`config.mk`:
```
export PLATFORM = sky130hd
export DESIGN_NAME = if_fetch
export DESIGN_NICKNAME = d
export VERILOG_FILES = /design/src/rtl/if_fetch.sv
export SDC_FILE = /design/constraint.sdc
export NUM_CORES = 1
export LEC_CHECK = 0
export CORE_MARGIN = 10
export CORE_UTILIZATION = 58
export DETAILED_ROUTE_END_ITERATION = 16
export GPL_TIMING_DRIVEN = 0
export PLACE_DENSITY_LB_ADDON = 0.08
export SYNTH_ARGS = -nofsm -noshare
export SYNTH_HDL_FRONTEND = slang
export SYNTH_SLANG_ARGS = --single-unit
```
`constraint.sdc`:
```
create_clock -name clk -period 6.22 [get_ports clk]
set_input_delay 0.622 -clock clk [delete_from_list [all_inputs] [get_ports clk]]
set_output_delay 0.622 -clock clk [all_outputs]
set_load 0.01 [all_outputs]
```
`src/rtl/if_fetch.sv`:
```
// Instruction-fetch stage: owns the PC, issues in-order word fetches under a
// DEPTH credit, buffers returned words with their PCs and hands them to ID.
module if_fetch #(
  parameter logic [31:0] RESET_PC = 32'h0000_0000,
  parameter int unsigned DEPTH    = 2
) (
  input  logic        clk,
  input  logic        rst,
  output logic        imem_req_valid,
  input  logic        imem_req_ready,
  output logic [31:0] imem_req_addr,
  input  logic        imem_resp_valid,
  input  logic [31:0] imem_resp_data,
  input  logic        redirect_valid,
  input  logic [31:0] redirect_pc,
  output logic        inst_valid,
  input  logic        id_ready,
  output logic [31:0] inst,
  output logic [31:0] inst_pc
);

  localparam int unsigned PTR_W    = $clog2(DEPTH);
  localparam int unsigned CNT_W    = $clog2(DEPTH) + 1;
  localparam int unsigned SUM_W    = CNT_W + 1;
  localparam logic [31:0] START_PC = RESET_PC & 32'hFFFF_FFFC;

  typedef struct packed {
    logic [31:0] pc;
    logic [31:0] word;
  } slot_t;

  slot_t mem [DEPTH];

  logic [31:0]      fetch_pc, fetch_pc_n;
  logic [31:0]      resp_pc, resp_pc_n;
  logic [CNT_W-1:0] inflight, inflight_n;
  logic [CNT_W-1:0] drop, drop_n;
  logic [CNT_W-1:0] count, count_n, avail;
  logic [PTR_W-1:0] rd_ptr, rd_n, wr_ptr, wr_n;
  logic             req_en, req_en_n;
  logic             inst_valid_n;
  logic [31:0]      inst_n, inst_pc_n;
  logic [31:0]      target;
  logic             accept, push, pop;

  assign target         = redirect_pc & 32'hFFFF_FFFC;
  assign imem_req_valid = req_en & ~redirect_valid;
  assign imem_req_addr  = fetch_pc;

  // Next-state: credit, drop accounting, FIFO bookkeeping and output staging
  always_comb begin
    accept     = imem_req_valid & imem_req_ready;
    push       = imem_resp_valid & ~redirect_valid & (drop == '0);
    pop        = inst_valid & id_ready & ~redirect_valid;

    inflight_n = inflight;
    if (accept && !imem_resp_valid)
      inflight_n = inflight + CNT_W'(1);
    else if (!accept && imem_resp_valid)
      inflight_n = inflight - CNT_W'(1);

    drop_n = drop;
    if (redirect_valid)
      drop_n = inflight_n;
    else if (imem_resp_valid && drop != '0)
      drop_n = drop - CNT_W'(1);

    avail        = count - CNT_W'(pop);
    count_n      = avail + CNT_W'(push);
    rd_n         = rd_ptr + PTR_W'(pop);
    wr_n         = wr_ptr + PTR_W'(push);
    fetch_pc_n   = accept ? fetch_pc + 32'd4 : fetch_pc;
    resp_pc_n    = push ? resp_pc + 32'd4 : resp_pc;
    inst_valid_n = (avail != '0);
    inst_n       = inst;
    inst_pc_n    = inst_pc;

    // Output register only ever samples entries written at an earlier edge
    if (avail != '0) begin
      inst_n    = mem[rd_n].word;
      inst_pc_n = mem[rd_n].pc;
    end

    if (redirect_valid) begin
      fetch_pc_n   = target;
      resp_pc_n    = target;
      count_n      = '0;
      rd_n         = '0;
      wr_n         = '0;
      inst_valid_n = 1'b0;
      inst_n       = inst;
      inst_pc_n    = inst_pc;
    end

    req_en_n = (SUM_W'(count_n) + SUM_W'(inflight_n)) < SUM_W'(DEPTH);
  end

  always_ff @(posedge clk or negedge rst) begin
    if (!rst) begin
      fetch_pc   <= START_PC;
      resp_pc    <= START_PC;
      inflight   <= '0;
      drop       <= '0;
      count      <= '0;
      rd_ptr     <= '0;
      wr_ptr     <= '0;
      req_en     <= 1'b0;
      inst_valid <= 1'b0;
      inst       <= '0;
      inst_pc    <= '0;
    end else begin
      fetch_pc   <= fetch_pc_n;
      resp_pc    <= resp_pc_n;
      inflight   <= inflight_n;
      drop       <= drop_n;
      count      <= count_n;
      rd_ptr     <= rd_n;
      wr_ptr     <= wr_n;
      req_en     <= req_en_n;
      inst_valid <= inst_valid_n;
      inst       <= inst_n;
      inst_pc    <= inst_pc_n;
    end
  end

  // Word storage needs no reset; validity is tracked by count
  always_ff @(posedge clk) begin
    if (push)
      mem[wr_ptr] <= {resp_pc, imem_resp_data};
  end

endmodule
```
==> flow_summary.yaml <==
timing:
  tightest_slew_ns: 0.888
  timing.fmax_ghz: 0.296
  finalSetupViolations: 0
  finalMaxSlewViolations: 0
  max_slew_margin_pct: 40.8
  rsz0062_at_grt: "no"
  totalNegativeSetupSlack_ns: 0
  finalCritPeriodShare_pct: 54.3
  hold_viol_final: 0
  skew_ns: 0.00816
  hold_ws_ns: 0.0308
  fin_crit_ns: 3.38
drt:
  drc: 0
  first_pass_iters: 5
  viasPerCell: 5.72
  drt-total-wl_mm: 24.4
  routedWlPerCell_um: 20.1
  drt_iter0_markers: 491
  vias: 6943
  ant_nets: 0
placement:
  port_buffers: 160
  dpl_cell_area_mm2: 0.0124
  dp_hpwl_mm: 16.9
  place_inst: 1167
  gp_congestion: 0.910
power_and_ir_drop:
  power.density_mw_per_mm2: 386
  seq_power_share_pct: 45.9
  p_int_w: 0.00362
  leakage_nw: 5.30
  p_sw_share_pct: 28.7
  p_total_w: 0.00507
  pwr-share-comb_pct: 26.0
  clkPwrFrac_pct: 28.1
  ir_drop_mv: 0.238
  switchingPower_w: 0.00145
critical_path:
  required_ns: 6.58
  rr_startpoint: "inst_valid$_DFF_PN0_"
  arrival_ns: 3.74
  critPathKind: "input port to flop"
  end_kind: "flop"
  crit_fanout: 10
  endpoint: "inst_pc[12]$_DFFE_PN0P_"
  crit_start: "id_ready"
  reg2reg_slack_ns: 2.92
  reg2reg_depth: 9
  timing.rr.end: "inst_pc[12]$_DFFE_PN0P_"
  start_kind: "input port"
floorplanning:
  row_count: 48
  die_area_mm2: 0.0237
  io_pins: 168
  core_mm2: 0.0174
  start_util_pct: 59.7
  die_w_um: 154
  die_y_um: 154
yosys:
  synth_cell_type_count: 45
  ys.flop_type: "dfrtp_1"
  synth-async-reset-ratio_pct: 51.6
  synth-edff-count: 124
  ys_ff_latch: 256
  synth_area_mm2: 0.0104
  synthCells: 778
  ys_warn_count: 0
  avgSynthCellArea_um2: 13.4
  ys_seq_area_share_pct: 67.5
layout:
  drive_gt1_share_pct: 8.81
  antennaDiodeCount: 0
  fin_nets: 1048
  fin_cells: 1213
  final_cell_mix: "clkdlybuf4s50_1 (159), dfrtp_1 (132), edfxtp_1 (124)"
  nFillCells: 1081
  multi_input_area_mm2: 0.00320
  final_common_cell: "clkdlybuf4s50_1"
  fin_area_mm2: 0.0131
  register_area_mm2: 0.00703
  syn_to_final_growth_pct: 26.3
clock_network:
  cts-root-buf: "clkbuf_16"
  clk_latency_ns: 0.52
  cts_resized: 0
  cts_setup_buffers: 0
  cts.clk_slew.worst_paths_ns: 0.06
  clkSinkCount: 256
  cts.path.max_buffers: 3
  cts_tree: "yes"
  h-tree-depth: 1
  cts_made_buffers: 26
  holdBufCountCts: 0
global_routing:
  grt_start_max_net_pins: 89
  grt.overflow.total: 0
  grt_pass1_wl_mm: 38.9
  grt.total_usage_pct: 20.2
  grt_pass1_vias: 7397
  antenna_found_initial: 0
outcome:
  status: "complete, no violations"
flow_run:
  drv_cap: 0
worst_hold_path:
  hold_path.class: "input port to asynchronous set/reset pin"
==> registers in the layout, indices dropped and copies added, names as in the netlist, 2 cells and up <==
signal	cells
resp_pc	30
count	2
imem_req_addr	30
inst_pc	30
inst	32
mem	124
inflight	2
drop	2
==> power by group through the flow <==
stage | Clock (W) | Combinational (W) | Sequential, W
after CTS | 0.00145 | 0.00134 | 0.00232
after global routing | 0.00153 | 0.00144 | 0.00236
after detailed placement | 0 | 0.00132 | 0.00235
after global placement | 0 | 0.00127 | 0.00234
after floorplan | 0 | 0.000496 | 0.00242
final | 0.00142 | 0.00132 | 0.00233
==> metrics by stage <==
| stage | setup slack [ns] | utilization (%) |
|---|---|---|
| 2_1_floorplan | 3.12 | - |
| 3_3_place_gp | -0.789 | 70.6 |
| 3_5_place_dp | 2.31 | 70.9 |
| 4_1_cts | 2.83 | 75.4 |
| 5_1_grt | 2.65 | 75.4 |
| 6_report | 2.84 | 75.4 |
==> Yosys cell counts (3+ instances only) <==
cell type	number	area (um2)
and4_1	4	35.0
nand2b_1	3	18.8
xnor2_1	26	228
o211ai_1	6	45.0
a21oi_1	74	370
nand2_1	35	131
ha_1	7	87.6
nand3_1	23	115
nor3_1	6	30.0
xor2_1	26	228
a31oi_1	3	18.8
inv_1	13	48.8
clkbuf_1	24	90.1
nand4_1	21	131
a21boi_0	4	30.0
buf_2	8	40.0
and2_1	3	18.8
and3_1	9	56.3
mux2i_1	65	651
edfxtp_1	124	3720
dfrtp_1	132	3300
mux2_2	29	327
o21ai_0	10	50.1
o311ai_1	3	26.3
nor4_1	8	50.1
nor2_1	81	304
buf_4	4	30.0
o311ai_0	3	26.3
nor2b_1	4	25.0
==> critical path: stages <==
cell and delay, ns:
clkdlybuf4s50_1 0.46, and3_1 0.14, clkbuf_1 0.27, ha_1 0.24, xor2_1 0.21, nor2_1 0.06, nor2_1 0.61, clkbuf_1 0.50
clkbuf_1 0.43, a21oi_1 0.17
==> cell families (layout without fill, tap and decap cells) <==
family / count (synthesis) / in the layout / synth area share, %
compound gates: 107 / 107 / 5.76
fa+ha+maj: 8 / 8 / 1.03
flops: 256 / 256 / 67.5
buf+inv: 51 / 258 / 2.08
simple gates: 208 / 208 / 9.63
other cells: 1 / 4 / 0.0360
xor+xnor: 53 / 53 / 4.53
mux: 94 / 94 / 9.39
==> layer usage <==
metal	track usage (%)	up-vias	routed length (um)
li1	-	3208	-
met1	25.9	3418	10300
met2	32.4	270	11600
met3	5.30	47	1840
met4	7.11	0	737
met5	0	-	0
==> worst min path at each step <==
stage / from / to / slack [ns] / depth (start not counted)
after floorplan: rst / count[0]$_DFF_PN0_ / 0.33 / 0
after global placement: resp_pc[31]$_DFFE_PN0N_ / mem[1][63]$_DFFE_PP_ / 0.48 / 0
after detailed placement: resp_pc[31]$_DFFE_PN0N_ / mem[0][63]$_DFFE_PP_ / 0.49 / 0
after CTS: rst / inst[24]$_DFFE_PN0P_ / 0.04 / 1
after global routing: rst / inst[24]$_DFFE_PN0P_ / 0.05 / 1
final: rst / inst[24]$_DFFE_PN0P_ / 0.03 / 1
==> area by class of cell <==
cell class	instances	area share, %
buffer	37	1.25
clock inverter	7	0.248
sequential	256	53.5
tap	225	2.14
multi-input combinational	474	24.3
timing repair buffer	161	12.4
inverter	14	0.400
clock buffer	39	5.71
(Power assumes the default switching activity.)
